**src/rtl/pool_window_buffer_if.sv**
```systemverilog
// ---------------------------------------------------------------------------
// pool_window_buffer_if
// Bundles the pixel input stream and the 2x2 window output of
// pool_window_buffer.
//   in_valid   : a pixel is present this cycle (no backpressure)
//   in_sof     : pixel is (row 0, col 0) of a frame, qualified by in_valid
//   in_data    : pixel word
//   win_valid  : single-cycle pulse, win0..win3 / win_idx valid
//   win0..win3 : top-left, top-right, bottom-left, bottom-right pixels
//   win_idx    : raster index of the window within the frame
//   frame_done : pulses together with the last window of a frame
// Modports:
//   master : pixel source / window consumer (drives in_*, reads win_*)
//   slave  : the window buffer itself (reads in_*, drives win_*)
// ---------------------------------------------------------------------------
interface pool_window_buffer_if #(
    parameter int unsigned DATA_W = 32,
    parameter int unsigned IDX_W  = 8
);
    logic              in_valid;
    logic              in_sof;
    logic [DATA_W-1:0] in_data;
    logic              win_valid;
    logic [DATA_W-1:0] win0;
    logic [DATA_W-1:0] win1;
    logic [DATA_W-1:0] win2;
    logic [DATA_W-1:0] win3;
    logic [IDX_W-1:0]  win_idx;
    logic              frame_done;

    modport master (
        output in_valid, in_sof, in_data,
        input  win_valid, win0, win1, win2, win3, win_idx, frame_done
    );

    modport slave (
        input  in_valid, in_sof, in_data,
        output win_valid, win0, win1, win2, win3, win_idx, frame_done
    );
endinterface

```
**src/rtl/pool_window_buffer.sv**
```systemverilog
// ---------------------------------------------------------------------------
// pool_window_buffer
// Feeds the 2x2 max-pooler. Accepts a raster-order pixel stream, stores each
// even row in a one-row line buffer and, on every odd-column pixel of the
// following odd row, emits the full 2x2 window with its raster window index.
// Words are never interpreted, only stored and routed.
// Ports:
//   clk   : clock
//   rst_n : asynchronous active-low reset
//   bus   : pool_window_buffer_if slave modport (pixel in, window out)
// ---------------------------------------------------------------------------
module pool_window_buffer #(
    parameter int unsigned DATA_W = 32,
    parameter int unsigned IMG_W  = 28,
    parameter int unsigned IMG_H  = 28,
    // A single-window frame (2x2) still needs a 1-bit index port.
    parameter int unsigned IDX_W  = (IMG_W * IMG_H / 4 > 1) ? $clog2(IMG_W * IMG_H / 4) : 1
) (
    input logic                 clk,
    input logic                 rst_n,
    pool_window_buffer_if.slave bus
);

    localparam int unsigned COL_W = (IMG_W > 2) ? $clog2(IMG_W) : 1;
    localparam int unsigned ROW_W = (IMG_H > 2) ? $clog2(IMG_H) : 1;
    localparam logic [COL_W-1:0] COL_LAST = COL_W'(IMG_W - 1);
    localparam logic [ROW_W-1:0] ROW_LAST = ROW_W'(IMG_H - 1);

    if ((IMG_W % 2) != 0 || IMG_W < 2) begin : g_bad_img_w
        $error("pool_window_buffer: IMG_W must be even and >= 2");
    end
    if ((IMG_H % 2) != 0 || IMG_H < 2) begin : g_bad_img_h
        $error("pool_window_buffer: IMG_H must be even and >= 2");
    end

    typedef enum logic [0:0] {
        StEvenRow,
        StOddRow
    } state_e;

    state_e            state_q;
    logic [COL_W-1:0]  col_q;
    logic [ROW_W-1:0]  row_q;
    logic [IDX_W-1:0]  win_cnt_q;
    logic [DATA_W-1:0] left_q;
    logic [DATA_W-1:0] linebuf_q [IMG_W];

    logic              win_valid_q;
    logic              frame_done_q;
    logic [DATA_W-1:0] win0_q;
    logic [DATA_W-1:0] win1_q;
    logic [DATA_W-1:0] win2_q;
    logic [DATA_W-1:0] win3_q;
    logic [IDX_W-1:0]  win_idx_q;

    logic             wr_en;
    logic [COL_W-1:0] wr_addr;
    logic [COL_W-1:0] rd_addr_left;
    logic             col_last;
    logic             row_last;

    always_comb begin
        // Writes only happen in even rows, reads only in odd rows, so the
        // asynchronous-read buffer never sees a same-address collision.
        wr_en        = bus.in_valid && (bus.in_sof || (state_q == StEvenRow));
        wr_addr      = bus.in_sof ? '0 : col_q;
        rd_addr_left = col_q - COL_W'(1);
        col_last     = (col_q == COL_LAST);
        row_last     = (row_q == ROW_LAST);
    end

    // Line buffer holds don't-care data after reset, so it carries no reset.
    always_ff @(posedge clk) begin
        if (wr_en) begin
            linebuf_q[wr_addr] <= bus.in_data;
        end
    end

    always_ff @(posedge clk or negedge rst_n) begin
        if (!rst_n) begin
            state_q      <= StEvenRow;
            col_q        <= '0;
            row_q        <= '0;
            win_cnt_q    <= '0;
            left_q       <= '0;
            win_valid_q  <= 1'b0;
            frame_done_q <= 1'b0;
            win0_q       <= '0;
            win1_q       <= '0;
            win2_q       <= '0;
            win3_q       <= '0;
            win_idx_q    <= '0;
        end else begin
            win_valid_q  <= 1'b0;
            frame_done_q <= 1'b0;
            if (bus.in_valid) begin
                if (bus.in_sof) begin
                    // Restart the frame: this pixel is (0,0), already written.
                    state_q   <= StEvenRow;
                    col_q     <= COL_W'(1);
                    row_q     <= '0;
                    win_cnt_q <= '0;
                end else begin
                    unique case (state_q)
                        StEvenRow: begin
                            if (col_last) begin
                                col_q   <= '0;
                                row_q   <= row_q + ROW_W'(1);
                                state_q <= StOddRow;
                            end else begin
                                col_q <= col_q + COL_W'(1);
                            end
                        end
                        StOddRow: begin
                            if (!col_q[0]) begin
                                left_q <= bus.in_data;
                            end else begin
                                win0_q      <= linebuf_q[rd_addr_left];
                                win1_q      <= linebuf_q[col_q];
                                win2_q      <= left_q;
                                win3_q      <= bus.in_data;
                                win_idx_q   <= win_cnt_q;
                                win_valid_q <= 1'b1;
                                win_cnt_q   <= win_cnt_q + IDX_W'(1);
                            end
                            if (col_last) begin
                                col_q   <= '0;
                                state_q <= StEvenRow;
                                if (row_last) begin
                                    // Last window: overrides the increment above.
                                    row_q        <= '0;
                                    win_cnt_q    <= '0;
                                    frame_done_q <= 1'b1;
                                end else begin
                                    row_q <= row_q + ROW_W'(1);
                                end
                            end else begin
                                col_q <= col_q + COL_W'(1);
                            end
                        end
                        default: state_q <= StEvenRow;
                    endcase
                end
            end
        end
    end

    assign bus.win_valid  = win_valid_q;
    assign bus.frame_done = frame_done_q;
    assign bus.win0       = win0_q;
    assign bus.win1       = win1_q;
    assign bus.win2       = win2_q;
    assign bus.win3       = win3_q;
    assign bus.win_idx    = win_idx_q;

endmodule

```
**src/flat_wrapper.sv**
```systemverilog
// flat-port wrapper written by rule: the top's interface ports become plain ports
module pool_window_buffer_flat 
#(
    parameter int unsigned DATA_W = 32,
    parameter int unsigned IMG_W  = 28,
    parameter int unsigned IMG_H  = 28,
                                                                  
    parameter int unsigned IDX_W  = (IMG_W * IMG_H / 4 > 1) ? $clog2(IMG_W * IMG_H / 4) : 1
)
  (clk, rst_n, bus_in_valid, bus_in_sof, bus_in_data, bus_win_valid, bus_win0, bus_win1, bus_win2, bus_win3, bus_win_idx, bus_frame_done);
  pool_window_buffer_if #(.DATA_W(DATA_W), .IDX_W(IDX_W)) bus_i ();
  input logic clk;
  input logic rst_n;
  input wire logic [$bits(bus_i.in_valid)-1:0] bus_in_valid;
  input wire logic [$bits(bus_i.in_sof)-1:0] bus_in_sof;
  input wire logic [$bits(bus_i.in_data)-1:0] bus_in_data;
  output wire logic [$bits(bus_i.win_valid)-1:0] bus_win_valid;
  output wire logic [$bits(bus_i.win0)-1:0] bus_win0;
  output wire logic [$bits(bus_i.win1)-1:0] bus_win1;
  output wire logic [$bits(bus_i.win2)-1:0] bus_win2;
  output wire logic [$bits(bus_i.win3)-1:0] bus_win3;
  output wire logic [$bits(bus_i.win_idx)-1:0] bus_win_idx;
  output wire logic [$bits(bus_i.frame_done)-1:0] bus_frame_done;
  assign bus_i.in_valid = bus_in_valid;
  assign bus_i.in_sof = bus_in_sof;
  assign bus_i.in_data = bus_in_data;
  assign bus_win_valid = bus_i.win_valid;
  assign bus_win0 = bus_i.win0;
  assign bus_win1 = bus_i.win1;
  assign bus_win2 = bus_i.win2;
  assign bus_win3 = bus_i.win3;
  assign bus_win_idx = bus_i.win_idx;
  assign bus_frame_done = bus_i.frame_done;
  pool_window_buffer #(.DATA_W(DATA_W), .IMG_W(IMG_W), .IMG_H(IMG_H), .IDX_W(IDX_W)) u_core (.clk(clk), .rst_n(rst_n), .bus(bus_i));
endmodule
```
**config.mk**
```make
export PLATFORM = sky130hd
export DESIGN_NAME = pool_window_buffer_flat
export DESIGN_NICKNAME = d
export VERILOG_FILES = /design/src/rtl/pool_window_buffer_if.sv /design/src/rtl/pool_window_buffer.sv /design/src/flat_wrapper.sv
export SDC_FILE = /design/constraint.sdc
export NUM_CORES = 2
export LEC_CHECK = 0
export CORE_ASPECT_RATIO = 1.75
export CORE_MARGIN = 1
export CORE_UTILIZATION = 43
export CTS_BUF_LIST = sky130_fd_sc_hd__clkbuf_16
export DETAILED_ROUTE_END_ITERATION = 10
export PLACE_DENSITY = 0.61
export SYNTH_ARGS = -nofsm -noshare
export SYNTH_HDL_FRONTEND = slang
export SYNTH_SLANG_ARGS = --single-unit
```
**constraint.sdc**
```tcl
create_clock -name clk -period 5.95 [get_ports clk]
set_input_delay 1.4875 -clock clk [delete_from_list [all_inputs] [get_ports clk]]
set_output_delay 1.4875 -clock clk [all_outputs]
set_load 0.005 [all_outputs]
```
==> impl_metrics.yaml <==
global_route:
  antenna_found_initial: 7
  global_route.usage.total: 0.276
  first_global_vias: 29624
  globalRouteOverflowTotal: 0
  grt_first_pass_wirelength_um: 215000
  grt_start_max_net_pins: 177
setup_path:
  timing.critical_path.fanout_max: 16
  arrival_ns: 4.87
  critical_path_required_ns: 6.30
  criticalPathCategory: "primary input to flip-flop"
  endpoint_kind: "flip-flop"
  setup.worst_path.start_class: "primary input"
detailed_routing:
  detailroute.wirelength.met2_um: 79700
  drtPass1Iterations: 6
  routed_via_density: 6.24
  wl_met3_um: 9700
  route.top_layer_used: "met5"
  wirelength_met1_um: 54400
  drt_iter0_markers: 2896
  vias_post_dr: 28616
  drc: 0
  wl_per_cell_um: 33.2
  wirelength_um: 152000
  drt.antenna.violating_nets: 0
sta:
  slew_viol_final: 0
  clock_skew_ns: 0.0286
  slew_hr: 0.0828
  setup-tns-final_ns: 0
  rsz_0062_raised_after_global_routing: "no"
  total_of_endpoints_with_negative_setup_slack_in_the_final_report: 0
  setup_ws_ns: 1.43
  maxClockFrequency_mhz: 221
  final_hold_viol_count: 0
  final.period_utilization: 0.760
  final.min_clock_period_ns: 4.52
  worst-slew-pin-transition_ns: 1.37
layout:
  finish.cell_count_without_fillers: 4583
  layout_commonest_cell: "sky130_fd_sc_hd__edfxtp_1"
  synthToLayoutAreaGrowth_pct: 14.4
  final-seq-area_um2: 31600
  n_fill_cell: 8945
  final_cell_mix: "sky130_fd_sc_hd__edfxtp_1 (896), sky130_fd_sc_hd__mux2i_1 (389), sky130_fd_sc_hd__nand2_1 (309)"
  nNetsFinal: 3091
  multi_input_combinational_cell_area_um2: 14300
  drive_above_1_share: 0.165
  postLayoutCellArea_um2: 53700
clocking:
  clock_tree.buffer_depth: 3
  post-cts-setup-buffer-count: 0
  cts.hold.buffers_added: 0
  number_of_cts_inserted_buffers: 93
  cts-resized-gates: 0
  cts_tree: "yes"
  root_buffer: "sky130_fd_sc_hd__clkbuf_16"
  worstSkewPairLatency_ns: 0.70
  cts_sinks: 1085
  htree_num_levels: 3
  clk_pin_slew_worst_paths_ns: 0.06
pwr:
  vdd_ir_drop_max_mv: 0.225
  net-switching-power_mw: 4.91
  power.total_mw: 17.9
  power.leakage_nw: 18.9
  power.combinational.fraction: 0.173
  power.share.sequential: 0.473
  internal_power_mw: 12.9
  switching_share: 0.275
  clkPwrFrac: 0.354
  pwr_density_cell_nw_per_um2: 333
yosys:
  synth-edff-count: 896
  share_of_the_yosys_chip_area_belonging_to_registers: 0.675
  synth_area_um2: 46900
  yosys_register_bits: 1085
  postSynthNetCount: 2928
  synth.largest_area_cell: "sky130_fd_sc_hd__edfxtp_1"
  synth.distinct_cells: 61
  post_synth_main_area_contributors: "sky130_fd_sc_hd__edfxtp_1 (57%), sky130_fd_sc_hd__dfrtp_1 (10%), sky130_fd_sc_hd__mux2i_1 (8.3%)"
  synth.top_cell.area_share: 0.574
  netlist_instances: 2888
  synth-async-reset-ratio: 0.174
  count_of_warnings_emitted_by_yosys: 0
  postSynth.topFlopCell: "sky130_fd_sc_hd__edfxtp_1"
  synth.avg_cell_area_um2: 16.2
place:
  gp_congestion: 0.865
  placed_cells: 4405
  buffer_ports.inserted: 173
  detailedPlacementHpwl_um: 95900
  preCtsSetupSlack_ns: 0.866
  dpl_cell_area_um2: 50500
min_path:
  worstHoldPathType: "flip-flop to flip-flop"
die:
  pin_count: 174
  floorplan.rows: 159
  design.die.area_um2: 110000
  core_um2: 108000
  start_util: 0.436
  dieWidth_um: 252
  die_y_um: 439
run:
  drv_cap: 0
status:
  outcome: "finished, final reports clean"
## logic make-up (layout without fill, tap and decap cells)
logic type	after synthesis	in the layout	synth area share
compound gates	486	486	0.0834
simple gates	509	509	0.0466
other cells	0	3	0
buf+inv	219	462	0.0281
fa+ha+maj	4	4	0.00107
xor+xnor	11	11	0.00205
flops	1085	1085	0.675
mux	574	574	0.164
## path summary, 6_finish.rpt
path                                                     from                                 to  slack, ns  depth (start not counted)
worst max-delay path                               bus_in_sof  u_core.linebuf_q[9][13]$_DFFE_PP_       1.43                          5
max in group asynchronous                               rst_n    u_core.bus.win0[26]$_DFFE_PN0P_       4.01                          2
worst min-delay path            u_core.left_q[14]$_DFFE_PN0P_    u_core.bus.win2[14]$_DFFE_PN0P_       0.47                          2
worst min register to register  u_core.left_q[14]$_DFFE_PN0P_    u_core.bus.win2[14]$_DFFE_PN0P_       0.47                          2
min in group asynchronous                               rst_n    u_core.bus.win2[13]$_DFFE_PN0P_       0.71                          1
worst max register to register    u_core.col_q[0]$_DFFE_PN0P_    u_core.bus.win0[31]$_DFFE_PN0P_       1.46                          8
## through the flow
stage / hold slack (ns) / utilization
4_1_cts: 0.477 / 0.499
3_5_place_dp: 0.458 / 0.470
5_1_grt: 0.497 / 0.499
3_3_place_gp: 0.446 / 0.470
2_1_floorplan: 0.435 / -
6_report: 0.474 / 0.499
## layer usage
metal  GRT usage  vias up
met2       0.491     1415
met3      0.0395      329
li1            -    11837
met1       0.320    15027
met4       0.151        8
met5           0        -
## critical path: stages
cell and delay [ns]:
sky130_fd_sc_hd__clkdlybuf4s50_1 0.67, sky130_fd_sc_hd__nor2b_1 0.67, sky130_fd_sc_hd__nand4b_1 0.78, sky130_fd_sc_hd__nor2_4 0.81, sky130_fd_sc_hd__buf_4 0.42
## sequential cells by signal, indices dropped and copies added (netlist names)
register and cells:
u_core.linebuf_q 896, u_core.bus.win0 32, u_core.bus.win1 32, u_core.bus.win2 32, u_core.bus.win3 32, u_core.left_q 32
u_core.bus.win_idx 8, u_core.win_cnt_q 8, u_core.col_q 5, u_core.row_q 5, u_core.bus.frame_done 1, u_core.bus.win_valid 1
u_core.state_q 1
## power by group through the flow
| stage | Combinational, mW | Clock (mW) | Sequential, mW |
|---|---|---|---|
| 3_3_place_gp | 3.02 | 0 | 8.61 |
| 2_1_floorplan | 2.05 | 0 | 8.51 |
| 4_1_cts | 3.07 | 6.40 | 8.45 |
| 5_1_grt | 3.19 | 6.65 | 8.46 |
| 3_5_place_dp | 3.06 | 0 | 8.62 |
| 6_report | 3.08 | 6.32 | 8.45 |
## synth_stat cells (31+ instances only)
cell type	n
sky130_fd_sc_hd__nand2_1	310
sky130_fd_sc_hd__a211oi_1	51
sky130_fd_sc_hd__a22oi_1	41
sky130_fd_sc_hd__nor2_1	90
sky130_fd_sc_hd__o22a_1	60
sky130_fd_sc_hd__o22ai_1	57
sky130_fd_sc_hd__a221oi_1	37
sky130_fd_sc_hd__mux2_2	33
sky130_fd_sc_hd__dfrtp_1	189
sky130_fd_sc_hd__a2111oi_0	35
sky130_fd_sc_hd__a22o_1	41
sky130_fd_sc_hd__nor2b_1	55
sky130_fd_sc_hd__mux4_2	151
sky130_fd_sc_hd__edfxtp_1	896
sky130_fd_sc_hd__clkbuf_1	85
sky130_fd_sc_hd__buf_2	60
sky130_fd_sc_hd__a21oi_1	34
sky130_fd_sc_hd__mux2i_1	389
sky130_fd_sc_hd__a31oi_1	31
## layout make-up
class | instances | area share
Antenna cell | 3 | 0.000140
Clock buffer | 96 | 0.0448
Timing Repair Buffer | 282 | 0.0518
Clock inverter | 79 | 0.0134
Multi-Input combinational cell | 1584 | 0.266
Inverter | 5 | 0.000443
Tap cell | 1449 | 0.0338
Sequential cell | 1085 | 0.590
(Power assumes the default switching activity.)
